[src/rtl/shift_sub_div.sv]
// Restoring shift-subtract unsigned divider: N iterations per operation, one result per DONE pulse.
// Define SHIFT_SUB_DBZ_EN to add the dbz port and a single-cycle divide-by-zero shortcut.
module shift_sub_div #(
  parameter int N = 4
) (
  input  logic         clk,
  input  logic         rst_n,
  input  logic         start,
  input  logic [N-1:0] dividend,
  input  logic [N-1:0] divisor,
  output logic         busy,
  output logic         done,
  output logic [N-1:0] quotient,
`ifdef SHIFT_SUB_DBZ_EN
  output logic [N-1:0] remainder,
  output logic         dbz
`else
  output logic [N-1:0] remainder
`endif
);

  localparam int CW = $clog2(N);

  typedef enum logic [1:0] {IDLE, RUN, DONE} state_t;
  state_t state, nstate;

  logic [N-1:0]  r, q, dsr;
  logic [CW-1:0] cnt;
  logic [N:0]    t;
  logic [N-1:0]  diff, r_nxt, q_nxt;
  logic          ge, last, dz_req;

  // One restoring step; diff only needs N bits because it is kept solely when t >= divisor.
  always_comb begin
    t     = {r, q[N-1]};
    ge    = (t >= {1'b0, dsr});
    diff  = t[N-1:0] - dsr;
    r_nxt = ge ? diff : t[N-1:0];
    q_nxt = {q[N-2:0], ge};
    last  = (cnt == CW'(N-1));
  end

`ifdef SHIFT_SUB_DBZ_EN
  assign dz_req = (divisor == '0);
`else
  assign dz_req = 1'b0;
`endif

  always_ff @(posedge clk or negedge rst_n) begin
    if (!rst_n) state <= IDLE;
    else        state <= nstate;
  end

  always_comb begin
    nstate = state;
    unique case (state)
      IDLE:    if (start) nstate = dz_req ? DONE : RUN;
      RUN:     if (last)  nstate = DONE;
      DONE:    nstate = IDLE;
      default: nstate = IDLE;
    endcase
  end

  always_comb begin
    busy = (state == RUN);
    done = (state == DONE);
  end

  always_ff @(posedge clk or negedge rst_n) begin
    if (!rst_n) begin
      r         <= '0;
      q         <= '0;
      dsr       <= '0;
      cnt       <= '0;
      quotient  <= '0;
      remainder <= '0;
    end else begin
      unique case (state)
        IDLE: if (start) begin
          r   <= '0;
          q   <= dividend;
          dsr <= divisor;
          cnt <= '0;
          if (dz_req) begin
            quotient  <= '1;
            remainder <= dividend;
          end
        end
        RUN: begin
          r   <= r_nxt;
          q   <= q_nxt;
          cnt <= cnt + 1'b1;
          // Results become visible only on the edge that enters DONE.
          if (last) begin
            quotient  <= q_nxt;
            remainder <= r_nxt;
          end
        end
        default: ;
      endcase
    end
  end

`ifdef SHIFT_SUB_DBZ_EN
  logic dbz_q;
  always_ff @(posedge clk or negedge rst_n) begin
    if (!rst_n)                          dbz_q <= 1'b0;
    else if (state == IDLE && start)     dbz_q <= dz_req;
    else                                 dbz_q <= 1'b0;
  end
  assign dbz = dbz_q;
`endif

endmodule
[config.mk]
export PLATFORM = sky130hd
export DESIGN_NAME = shift_sub_div
export DESIGN_NICKNAME = d
export VERILOG_FILES = /design/src/rtl/shift_sub_div.sv
export SDC_FILE = /design/constraint.sdc
export NUM_CORES = 1
export LEC_CHECK = 0
export BUFFER_PORTS_ARGS = -buffer_cell sky130_fd_sc_hd__buf_2
export CORE_AREA = 4 4 69 71
export CTS_BUF_LIST = sky130_fd_sc_hd__clkbuf_2 sky130_fd_sc_hd__clkbuf_4 sky130_fd_sc_hd__clkbuf_8
export DETAILED_ROUTE_END_ITERATION = 8
export DIE_AREA = 0 0 73 75
export GPL_TIMING_DRIVEN = 0
export HOLD_SLACK_MARGIN = 0.02
export SLEW_MARGIN = 20
export SYNTH_ARGS = -nofsm -noshare
export SYNTH_HDL_FRONTEND = slang
export SYNTH_SLANG_ARGS = --single-unit
[constraint.sdc]
create_clock -name clk -period 2.25 [get_ports clk]
set_clock_uncertainty 0.05 [all_clocks]
set_input_delay 0.1125 -clock clk [delete_from_list [all_inputs] [get_ports clk]]
set_output_delay 0.1125 -clock clk [all_outputs]
set_load 0.02 [all_outputs]
==> results of run 1 <==
## power breakdown
part | internal, mW | switching (mW)
clock network | 0.156 | 0.137
logic | 0.558 | 0.773
registers | 0.643 | 0.148
total | 1.36 | 1.06
## through the flow
stage                     setup WS [ns]  hold slack (ns)
final                            0.2722          0.02763
after floorplan                  0.4315          -0.2331
after detailed placement         0.2903          0.08841
after CTS                        0.2572          0.02695
after global placement           0.3219          0.07525
after global routing             0.2032          0.03625
## cell usage in the layout, fill, tap and decap left out, drive strengths merged, types with 4 or more instances in the layout
master,netlist,routed
buf,2,22
ha,5,5
a21oi,4,4
clkbuf,0,4
mux2,5,5
inv,8,8
dlygate4sd3,0,4
nor2b,5,5
dfrtp,24,24
nand2,12,12
o21ai,11,11
## cells by family after synthesis
family          after synthesis  synth area share
simple gates                 33            0.1554
xor+xnor                      1          0.007159
mux                           5           0.04601
fa+ha+maj                     6           0.06749
flops                        24            0.4908
compound gates               34            0.1933
buf+inv                      11           0.03988
## worst reg2reg max path: stages (launching register included)
cell and delay (ns):
sky130_fd_sc_hd__dfrtp_1 0.38, sky130_fd_sc_hd__inv_1 0.10, sky130_fd_sc_hd__ha_1 0.19, sky130_fd_sc_hd__inv_1 0.06
sky130_fd_sc_hd__fa_1 0.48, sky130_fd_sc_hd__inv_1 0.05, sky130_fd_sc_hd__or4_1 0.52, sky130_fd_sc_hd__nand3_1 0.09
## registers in the layout, summed over array words and instances (netlist names)
register and cells:
q 4, state 2, r 4, cnt 2, quotient 4, dsr 4, remainder 4
## metal layers
metal,vias up,part of all wire,track usage
met5,-,0,0
met4,0,0.020,0.05738
met3,4,0.028,0.01602
met2,13,0.50,0.1837
met1,486,0.45,0.1194
li1,467,-,-
## path summary, 6_finish.rpt
kind                                               from                       end  slack (ns)  depth (start not counted)
worst max-delay path                   q[3]$_DFFE_PN0P_  remainder[1]$_DFFE_PN0P_        0.27                          7
worst min-delay path                         divisor[0]        dsr[0]$_DFFE_PN0P_        0.03                          2
worst max register to register         q[3]$_DFFE_PN0P_  remainder[1]$_DFFE_PN0P_        0.27                          7
worst min register to register  quotient[0]$_DFFE_PN0P_   quotient[0]$_DFFE_PN0P_        0.43                          2
max in group asynchronous                         rst_n          q[1]$_DFFE_PN0P_        1.48                          2
min in group asynchronous                         rst_n          r[0]$_DFFE_PN0P_        0.31                          2
## area by class of cell
class,count,share of cell area
inverter,9,0.02614
multi-input combinational,79,0.3870
buffer,2,0.006745
clock buffer,4,0.03710
sequential,24,0.4047
timing repair buffer,24,0.09444
tap,52,0.04384
## timing repair
item | 4_1_cts | 5_1_grt
setup endpoints to repair | 0 | 0
hold endpoints to repair | 27 | 0
setup buffers | 0 | 0
hold buffers | 4 | 0
==> run_results.csv, run 1 <==
group,metric,value,unit
run_status,status,"complete, no violations",
cells_and_area,fillers,436,
clocking,clock-root-buffer,"sky130_fd_sc_hd__clkbuf_8",
synth,asyncSetResetFlopFracSynth,1.000,
setup_path,gate_family_responsible_for_the_most_delay_along_the_worst_path,"adder cells",
synth,netlist_instances,114,
grt,first_global_vias,1035,
min_path,timing.hold.worst.class,"input pin to register",
timing,period_minus_slack,1.978,ns
cells_and_area,area_growth_syn_to_layout,21.27,%
clocking,clkLatencyLatePin,0.27,ns
cells_and_area,design.final.nets,160,
timing,final-hold-violation-count,0,
synth,yosysUniqueCellTypes,34,
timing,maxClockFrequency,0.5056,GHz
placed_design,placed_cell_area,1389,um2
synth,synth_enable_flop_cells,0,
timing,worst_max_slew_pin_slew,0.6197,ns
routing,routed_via_density,5.000,
cells_and_area,stdcell_count,194,
setup_path,slowest_delay,0.52,ns
synth,synth_top_cell_by_area,"sky130_fd_sc_hd__dfrtp_1",
synth,synthesis.area,1224,um2
cells_and_area,final_layout_size_suffix_gt1_frac,0.2606,
grt,antenna_found_initial,0,
run,drv.max_cap_violation_count,0,
floorplanning,dieArea,5475,um2
routing,route.antenna.remaining_nets,0,
synth,synth_top_cell_area_share,0.4908,
placed_design,post-place-cells,186,
setup_path,timing.critical_path.cells,"inv_1, ha_1, inv_1, fa_1, inv_1, or4_1, nand3_1",
floorplanning,initial_core_util,0.2890,
synth,synth_ff_type,"sky130_fd_sc_hd__dfrtp_1",
setup_path,critical_path_required,2.40,ns
synth,ys_top_cells_by_area,"sky130_fd_sc_hd__dfrtp_1 49%, sky130_fd_sc_hd__ha_1 5.1%, sky130_fd_sc_hd__mux2_2 4.6%",
floorplanning,placementRows,24,
timing,number_of_slew_limit_violations_in_the_final_report,0,
clocking,tritoncts_clock_tree,"built",
setup_path,endpoint_kind,"register",
setup_path,cpMostUsedCell,"sky130_fd_sc_hd__inv_1",
cells_and_area,seq_area,600.6,um2
floorplanning,floorplan.core_area,4234,um2
cells_and_area,multiInputGateArea,574.3,um2
synth,post-synth-top-count-cell,"sky130_fd_sc_hd__dfrtp_1",
routing,dr.first_iter.drc_count,39,
timing,setup_violations,0,
routing,post_drt_wl_per_cell,13.41,um
clocking,cts_inserted_buffers,3,
setup_path,cp_max_fo,3,
floorplanning,chipWidth,73,um
timing,setup-tns-final,0,ns
floorplanning,die_height,75,um
clocking,post_cts.resized_instances,0,
cells_and_area,final_cell_area,1484,um2
routing,drc_violations_left,0,
grt,grt_max_degree,25,
clocking,max-clock-path-buffers,2,
timing,period_share,0.8790,
placed_design,dp.final_hpwl,1944,um
placed_design,numPortBuffers,20,
synth,share_of_the_yosys_chip_area_belonging_to_registers,0.4908,
pwr,worst_ir_drop_vdd,411.5,uV
routing,wirelength,2602,um
clocking,clock_tree.htree_level_count,1,
grt,globalRoute.totalOverflow,0,
pwr,power,2.415,mW
synth,yosys_warnings,0,
clocking,clk_pin_slew_worst_paths,0.09,ns
floorplanning,ioPinCount,21,
setup_path,startpoint_type,"register",
cells_and_area,diodes,0,
routing,vias,970,
routing,firstDrtPassIters,4,
synth,synth_commonest_cells,"24 x sky130_fd_sc_hd__dfrtp_1, 11 x sky130_fd_sc_hd__nand2_1, 11 x sky130_fd_sc_hd__o21ai_0, 8 x sky130_fd_sc_hd__inv_1",
placed_design,gp_congestion,0.9038,
grt,grt_pass1_wl,4374,um
pwr,leakage_power_figure,0.7023,nW
grt,track_usage,0.1037,
synth,syn_area_per_cell,10.73,um2
timing,grt_setup_unrepaired,"no",
cells_and_area,final_core_utilization,0.3505,
setup_path,crit_type,"register to register",
clocking,cts_num_sinks,24,
setup_path,critical_path_buf_inv_count,3,
setup_path,worst_ep_arrival_time,2.13,ns
timing,timing.slew.headroom,0.5860,
synth,synth.net_count,131,
setup_path,critical_path.slowest_cell,"sky130_fd_sc_hd__or4_1",
synth,postSynthRegisterBits,24,
pwr,power_density,1627,nW/um2
(Power assumes the default switching activity.)
==> inputs of run 2 (changes only) <==
CELL_PAD_IN_SITES_DETAIL_PLACEMENT = 1   (was default)
CELL_PAD_IN_SITES_GLOBAL_PLACEMENT = 2   (was default)
PLACE_DENSITY_LB_ADDON = 0.1   (was default)
==> run 2 against run 1 <==
  * Critical path depth unchanged
  * Maximum frequency decreased by 1.4%
  * Largest power group unchanged
  * Hold slack got worse by 0.0031 ns
  * First-iteration DRC count increased by 56%
  * Register-to-register slack got worse by 0.03 ns
  * Worst setup slack got worse by 0.028 ns
==> run_results.csv, run 2 (synthesis results as in run 1) <==
group,metric,value,unit
run_status,status,"complete, no violations",
floorplanning,die_height,75,um
cells_and_area,diodes,0,
cells_and_area,layout.cells.most_common,"sky130_fd_sc_hd__dfrtp_1",
timing,number_of_slew_limit_violations_in_the_final_report,0,
setup_path,worst_ep_arrival_time,2.16,ns
run,drv.max_cap_violation_count,0,
grt,antenna_found_initial,0,
cells_and_area,stdcell_count,195,
placed_design,numPortBuffers,20,
setup_path,critical_path_required,2.41,ns
placed_design,placed_cell_area,1389,um2
grt,grt_max_degree,25,
setup_path,cp_max_fo,3,
cells_and_area,final_layout_size_suffix_gt1_frac,0.2587,
clocking,cts-hold-fix-buffers,5,
clocking,post_cts.resized_instances,0,
pwr,leakage_power_figure,0.7134,nW
routing,wirelength,3000,um
grt,track_usage,0.1273,
timing,timing.slew.headroom,0.5352,
placed_design,dp.final_hpwl,2233,um
timing,worst_max_slew_pin_slew,0.6958,ns
timing,setup-tns-final,0,ns
routing,drc_violations_left,0,
min_path,timing.hold.worst.class,"input pin to register",
floorplanning,ioPinCount,21,
timing,period_share,0.8913,
timing,setup_violations,0,
floorplanning,floorplan.core_area,4234,um2
clocking,cts_num_sinks,24,
timing,grt_setup_unrepaired,"no",
clocking,post-cts-setup-buffers,0,
clocking,clock_tree.htree_level_count,1,
cells_and_area,final_core_utilization,0.3567,
routing,route.antenna.remaining_nets,0,
routing,vias,960,
timing,final-hold-violation-count,0,
timing,maxClockFrequency,0.4987,GHz
routing,firstDrtPassIters,4,
floorplanning,initial_core_util,0.2890,
clocking,clk_pin_slew_worst_paths,0.09,ns
clocking,cts_inserted_buffers,3,
timing,hold_slack,0.02450,ns
setup_path,endpoint_kind,"register",
clocking,clkLatencyLatePin,0.27,ns
grt,grt_pass1_wl,5319,um
cells_and_area,mostFrequentLayoutCells,"24 x sky130_fd_sc_hd__dfrtp_1, 22 x sky130_fd_sc_hd__buf_2, 11 x sky130_fd_sc_hd__o21ai_0, 11 x sky130_fd_sc_hd__nand2_1, 8 x sky130_fd_sc_hd__inv_1",
grt,first_global_vias,1098,
setup_path,crit_type,"register to register",
clocking,tritoncts_clock_tree,"built",
timing,period_minus_slack,2.005,ns
placed_design,post-place-cells,186,
cells_and_area,area_growth_syn_to_layout,23.42,%
placed_design,gp_congestion,0.7463,
cells_and_area,final_cell_area,1510,um2
pwr,power_density,1671,nW/um2
grt,globalRoute.totalOverflow,0,
setup_path,startpoint_type,"register",
floorplanning,dieArea,5475,um2
cells_and_area,design.final.nets,161,
pwr,worst_ir_drop_vdd,526.4,uV
routing,post_drt_wl_per_cell,15.38,um
clocking,clock-root-buffer,"sky130_fd_sc_hd__clkbuf_8",
floorplanning,chipWidth,73,um
routing,dr.first_iter.drc_count,61,
routing,routed_via_density,4.923,
clocking,max-clock-path-buffers,2,
floorplanning,placementRows,24,
==> run 2: through the flow <==
step / power [mW] / worst slack [ns]
floorplan: 1.770 / 0.4315
global placement: 2.124 / 0.2873
detailed placement: 2.165 / 0.2800
CTS: 2.569 / 0.2433
global route: 2.796 / 0.03346
finish: 2.524 / 0.2446
==> run 2: routing by layer <==
metal  routed length, um  vias to the layer above  track usage
met5                   0                        -            0
met4                  21                        0      0.04918
met3                 110                        2      0.02270
met2                1387                       17       0.2046
met1                1480                      471       0.1705
li1                    -                      470            -
==> run 2: path summary, 6_finish.rpt <==
path	startpoint	to	slack (ns)	depth (start not counted)
setup reg to reg	q[3]$_DFFE_PN0P_	remainder[1]$_DFFE_PN0P_	0.24	7
hold reg to reg	quotient[0]$_DFFE_PN0P_	quotient[0]$_DFFE_PN0P_	0.43	2
max in group asynchronous	rst_n	remainder[0]$_DFFE_PN0P_	1.47	2
setup / recovery	q[3]$_DFFE_PN0P_	remainder[1]$_DFFE_PN0P_	0.24	7
min in group asynchronous	rst_n	quotient[1]$_DFFE_PN0P_	0.31	2
hold / removal	dividend[0]	q[0]$_DFFE_PN0P_	0.02	3
==> run 2: cell type report <==
class	count	area [um2]
repair buffers	25	150.1
inverters	9	38.79
fillers	495	2724
flip-flops and latches	24	600.6
clock inverters	1	30.03
clock buffers	3	41.29
multi-input cells	79	574.3
plain buffers	2	10.01
well taps	52	65.06
==> run 2: power breakdown <==
part,leakage (nW),internal [mW],switching (mW)
combinational,0.381,0.557,0.787
sequential,0.297,0.642,0.151
clock,0.0357,0.238,0.148
==> run 2: critical path: stages, from the launching register on <==
cell,delay (ns)
sky130_fd_sc_hd__dfrtp_1,0.40
sky130_fd_sc_hd__inv_1,0.10
sky130_fd_sc_hd__ha_1,0.19
sky130_fd_sc_hd__inv_1,0.06
sky130_fd_sc_hd__fa_1,0.48
sky130_fd_sc_hd__inv_1,0.06
sky130_fd_sc_hd__or4_1,0.53
sky130_fd_sc_hd__nand3_1,0.08
